$ cat config.mk
export PLATFORM = sky130hd
export DESIGN_NAME = clk_step_ctrl
export DESIGN_NICKNAME = d
export VERILOG_FILES = /design/src/rtl/clk_step_ctrl_pkg.sv /design/src/rtl/clk_step_ctrl_key_edge_sync.sv /design/src/rtl/clk_step_ctrl.sv
export SDC_FILE = /design/constraint.sdc
export NUM_CORES = 1
export LEC_CHECK = 0
export BUFFER_PORTS_ARGS = -buffer_cell sky130_fd_sc_hd__buf_4
export CORE_MARGIN = 2
export CORE_UTILIZATION = 30
export DETAILED_ROUTE_END_ITERATION = 8
export PLACE_DENSITY_LB_ADDON = 0.3
export SKIP_LAST_GASP = 1
export SYNTH_ARGS = -nofsm -noshare
export SYNTH_HDL_FRONTEND = slang
export SYNTH_SLANG_ARGS = --single-unit
$ cat constraint.sdc
create_clock -name CLK -period 1.75 [get_ports CLK]
set_input_delay 0.2625 -clock CLK [delete_from_list [all_inputs] [get_ports CLK]]
set_output_delay 0.2625 -clock CLK [all_outputs]
set_load 0.05 [all_outputs]
$ cat src/rtl/clk_step_ctrl_pkg.sv
// Shared state codes for the clock-step controller and its display decoder.
package clk_step_ctrl_pkg;

    localparam logic [1:0] ST_IDLE = 2'd0;
    localparam logic [1:0] ST_STEP = 2'd1;
    localparam logic [1:0] ST_RUN  = 2'd2;

    typedef enum logic [1:0] {
        S_IDLE = ST_IDLE,
        S_STEP = ST_STEP,
        S_RUN  = ST_RUN
    } step_state_t;

endpackage

$ cat src/rtl/clk_step_ctrl_key_edge_sync.sv
// Synchronises one pushbutton level into CLK and emits a one-cycle rising-edge pulse.
module key_edge_sync (
    input  logic CLK,
    input  logic RESET,
    input  logic KEY,
    output logic EDGE
);

    logic       k1;
    logic       k2;
    logic       k3;
    logic       armed;
    logic [1:0] fill;

    // fill[1] marks the first cycle k2 holds a real KEY sample rather than its
    // reset value, so a key held through reset release never arms the detector.
    always_ff @(posedge CLK) begin
        if (RESET) begin
            k1    <= 1'b0;
            k2    <= 1'b0;
            k3    <= 1'b0;
            armed <= 1'b0;
            fill  <= 2'b00;
        end else begin
            k1   <= KEY;
            k2   <= k1;
            k3   <= k2;
            fill <= {fill[0], 1'b1};
            if (fill[1] && !k2) begin
                armed <= 1'b1;
            end
        end
    end

    assign EDGE = k2 & ~k3 & armed;

endmodule

$ cat src/rtl/clk_step_ctrl.sv
// Processor clock-enable sequencer: halted, divided free-run, or single-step per key press.
module clk_step_ctrl
    import clk_step_ctrl_pkg::*;
#(
    parameter int RUN_DIV = 1000000,
    parameter int DIV_W   = 20,
    parameter int CNT_W   = 16
) (
    input  logic             CLK,
    input  logic             RESET,
    input  logic             KEY_STEP,
    input  logic             KEY_RUN,
    input  logic             HALT_REQ,
    input  logic             CLR_CNT,
    output logic             CPU_EN,
    output logic             RUNNING,
    output logic [1:0]       STATE,
    output logic [CNT_W-1:0] STEP_CNT
);

    localparam logic [DIV_W-1:0] DIV_LAST = DIV_W'(RUN_DIV - 1);

    logic             step_edge;
    logic             run_edge;
    step_state_t      state;
    step_state_t      state_n;
    logic [DIV_W-1:0] div;
    logic [DIV_W-1:0] div_n;
    logic             cpu_en_n;
    logic [CNT_W-1:0] step_cnt;

    key_edge_sync u_step_sync (
        .CLK   (CLK),
        .RESET (RESET),
        .KEY   (KEY_STEP),
        .EDGE  (step_edge)
    );

    key_edge_sync u_run_sync (
        .CLK   (CLK),
        .RESET (RESET),
        .KEY   (KEY_RUN),
        .EDGE  (run_edge)
    );

    always_ff @(posedge CLK) begin
        if (RESET) begin
            state   <= S_IDLE;
            div     <= '0;
            CPU_EN  <= 1'b0;
            RUNNING <= 1'b0;
        end else begin
            state   <= state_n;
            div     <= div_n;
            CPU_EN  <= cpu_en_n;
            RUNNING <= (state_n == S_RUN);
        end
    end

    // A halted processor still accepts single steps; only entry to RUN is blocked.
    always_comb begin
        state_n  = state;
        div_n    = div;
        cpu_en_n = 1'b0;
        case (state)
            S_IDLE: begin
                if (run_edge && !HALT_REQ) begin
                    state_n = S_RUN;
                    div_n   = '0;
                end else if (step_edge) begin
                    state_n  = S_STEP;
                    cpu_en_n = 1'b1;
                end
            end
            S_STEP: begin
                state_n = S_IDLE;
            end
            S_RUN: begin
                if (HALT_REQ || run_edge) begin
                    state_n = S_IDLE;
                    div_n   = '0;
                end else if (div == DIV_LAST) begin
                    div_n    = '0;
                    cpu_en_n = 1'b1;
                end else begin
                    div_n = div + DIV_W'(1);
                end
            end
            default: begin
                state_n = S_IDLE;
                div_n   = '0;
            end
        endcase
    end

    always_ff @(posedge CLK) begin
        if (RESET || CLR_CNT) begin
            step_cnt <= '0;
        end else if (CPU_EN) begin
            step_cnt <= step_cnt + CNT_W'(1);
        end
    end

    assign STATE    = state;
    assign STEP_CNT = step_cnt;

endmodule

==> results.md <==
* Clk_skew at ~6.2 ps
* Mux cell area share after synthesis at less than 1%
* Layout Utilization at a little under 40%
* Cells along the critical path: ha_1 -> nand3_1 -> nor3_2 -> a21oi_2 -> buf_4 -> a22oi_1 -> nor2_1
* Synth Area in Compound Gates at 7.21%
* Synth Warn # at 0
* DIE AREA at about 0.0078 mm^2
* Post-synth top area cell: dfxtp_1
* Worst EP required at just under 2000 ps
* Clock-pin slew on the worst setup and hold paths at around 90 ps
* TritonCTS Buffers at 5
* Post-DP HPWL at roughly 2700 um
* Root buf cell: clkbuf_8
* Worst skew pair latency at ~300 ps
* Diode count at 0
* Syn-to-layout area delta at 23.0%
* First-pass GRT wire length at around 6500 um
* Chip height at 88.3 um
* Cell family with most CP delay: simple AND/OR/NAND/NOR gates
* Yosys reg bits at 50
* Fin. max-slew vios at 0
* Startpoint class of the critical path: flop
* Pre-antenna DRT Iters at 4
* Crit path largest cell delay at around 400 ps
* Crit-path max FO at 10
* Final Setup Violations at 0
* Buffers from clock root to sink, at most at 2
* DRC at 0
* Placed cell area at between 0.002 and 0.0025 mm^2
* Peak VDD IR at between 0.3 and 0.4 mV
* Core area at 0.00683 mm^2
* Port buffer count at 25
* Leak at approximately 0.0011 uW
* Row Count at 30
* Vias in the first global route at around 1.5k
* Fmax achieved at approximately 640 MHz
* CP arrival at roughly 1800 ps
* Syn_area_per_cell at roughly 9.2 um^2
* Total power draw at ~2200 uW
* H-tree lvl count at 2
* Final hold violations at 0
* Simple logic cell fraction of the synthesized area at 29.4%
* Part of the cycle the worst path needs at between 80% and 90%
* Mapped Cells at ~230
* Slew @ Worst Pin at 340 ps
* Tmin final at between 1500 and 2000 ps
* Crit path max-delay cell type: dfxtp_1
* Die width at 88.3 um
* Synth top cells by count: dfxtp_1 (50), nor2_1 (38), xor2_1 (24)
* Clock sinks at 50
* Post-DRT Antenna Nets at 0
* Initial antenna violation count at 0
* Slew HR at 77.3%
* Routed WL per cell at approximately 11 um
* Post-route cell area at about 0.0026 mm^2
* Syn nets at 239
* Final RePlAce weighted congestion at approximately 0.75
* WS Path Type: flop to flop
* Fillers at 684
* Count of cell types in the netlist at 40
* Total track usage at a little over a tenth
* Adder-cell share of the synthesized area at between 1 and 1.5%
* Clock tree from TritonCTS: done
* Largest net degree at the start of global routing at 21
* EDFF count, synth at 0
* Nets@finish at approximately 270
* Initial Util at ~31%
* FFs w/ async S/R, synth at 0%
* Status: complete, no violations
* Total wire length at roughly 3800 um
* Worst Hold Class: input pin to flop
* Layout cells sized above 1 at approximately 22%
* Ys flop type: dfxtp_1
* Most common cell in the netlist: dfxtp_1
* RSZ-0062 raised after global routing: no
* DR vias at roughly 1.7k
* XOR/XNOR Fraction of Synth Area at 11.5%
* PD cells at ~830 mW/mm^2
* TNS Setup at 0 ps
* Dominant cells by area after synthesis: dfxtp_1 (47%), xor2_1 (9.9%), nor2_1 (6.7%)
* Synth top area share at 46.9%
* CP bufs+invs at 1
* Max_cap viols at 0
* IO Count at 26
* 1st-iter DRT viols at 62
* Register area share after synthesis at a little under half
* Post-DR vias/cell at around 4.6
* Post-Synthesis Cell Area at 0.00213 mm^2
* Setup crit end kind: flop
* Global route total overflow at 0
* Largest family of logic cells by synthesized area: simple AND/OR/NAND/NOR gates
flip-flops by register name, indices dropped and copies added, names as in the netlist:
signal	cells
u_step_sync.fill	1
div	20
STATE	2
u_step_sync.armed	1
CPU_EN	1
u_run_sync.k2	1
u_step_sync.k2	1
u_step_sync.k1	1
RUNNING	1
u_run_sync.k3	1
STEP_CNT	16
u_run_sync.k1	1
u_run_sync.fill	1
u_run_sync.armed	1
u_step_sync.k3	1
per-layer routing:
layer | part of all wire, % | global-route usage (%)
met1 | 50 | 13.1
met2 | 45 | 17.3
met3 | 4.2 | 3.45
met4 | 1.4 | 3.31
met5 | 0 | 0
final timing paths:
path | from | endpoint | slack, ps | cells after the start
worst max-delay path | div[1] | div[1] | 190 | 7
worst min-delay path | KEY_RUN | u_run_sync.k1 | 170 | 2
worst max register to register | div[1] | div[1] | 190 | 7
worst min register to register | u_step_sync.fill[0] | u_run_sync.fill[1] | 440 | 1
where the power goes:
part           internal (uW)  leakage (uW)  switching [uW]
Clock                    609     0.0000714             367
Sequential              1150      0.000405            5.21
Combinational           24.6      0.000576            33.8
cell usage in the layout, fill, tap and decap left out, types with 2 or more instances in the layout:
cell type | synthesis | final
a211oi_1 | 2 | 2
a21oi_1 | 8 | 8
a31oi_1 | 2 | 2
and3_1 | 10 | 10
and3_2 | 2 | 2
and4_1 | 6 | 6
buf_4 | 2 | 33
bufinv_16 | 0 | 2
clkbuf_8 | 0 | 6
dfxtp_1 | 50 | 49
ha_1 | 2 | 2
inv_1 | 3 | 3
mux2i_1 | 2 | 2
nand2_1 | 14 | 14
nand3_1 | 15 | 15
nand4_1 | 8 | 8
nand4b_1 | 2 | 2
nor2_1 | 38 | 38
nor2_2 | 4 | 4
nor2b_1 | 6 | 6
nor4b_1 | 2 | 2
o21ai_0 | 3 | 3
xnor2_1 | 4 | 4
xor2_1 | 24 | 24
through the flow:
| step | instances | setup WS (ps) | hold slack (ps) |
|---|---|---|---|
| after floorplan | 231 | 11.4 | 391 |
| after global placement | 352 | 126 | 423 |
| after detailed placement | 352 | 53.7 | 421 |
| after CTS | 360 | 24.0 | 163 |
| after global routing | 361 | 23.0 | 177 |
| final | 361 | 189 | 169 |
cells by family (layout without fill, tap and decap cells):
family / count (synthesis) / in the layout
xor+xnor: 28 / 28
compound gates: 21 / 21
mux: 2 / 2
buf+inv: 12 / 46
fa+ha+maj: 2 / 2
flops: 50 / 50
simple gates: 116 / 116
final cells by class:
type	instances	area, um^2	share of cell area (%)
Clock inverter	2	60.1	2.29
Multi-Input combinational cell	169	1080	41.0
Tap cell	96	120	4.58
Clock buffer	6	82.6	3.15
Inverter	4	15.0	0.572
Timing Repair Buffer	34	268	10.2
Sequential cell	50	1000	38.2
repair_timing:
item | 4_1_cts | 5_1_grt
hold buffers | 0 | 0
buffers inserted | 0 | 1
gates resized for setup | 0 | 1
endpoints found under the setup margin | 0 | 19
Power figures use the tool's default switching activity.
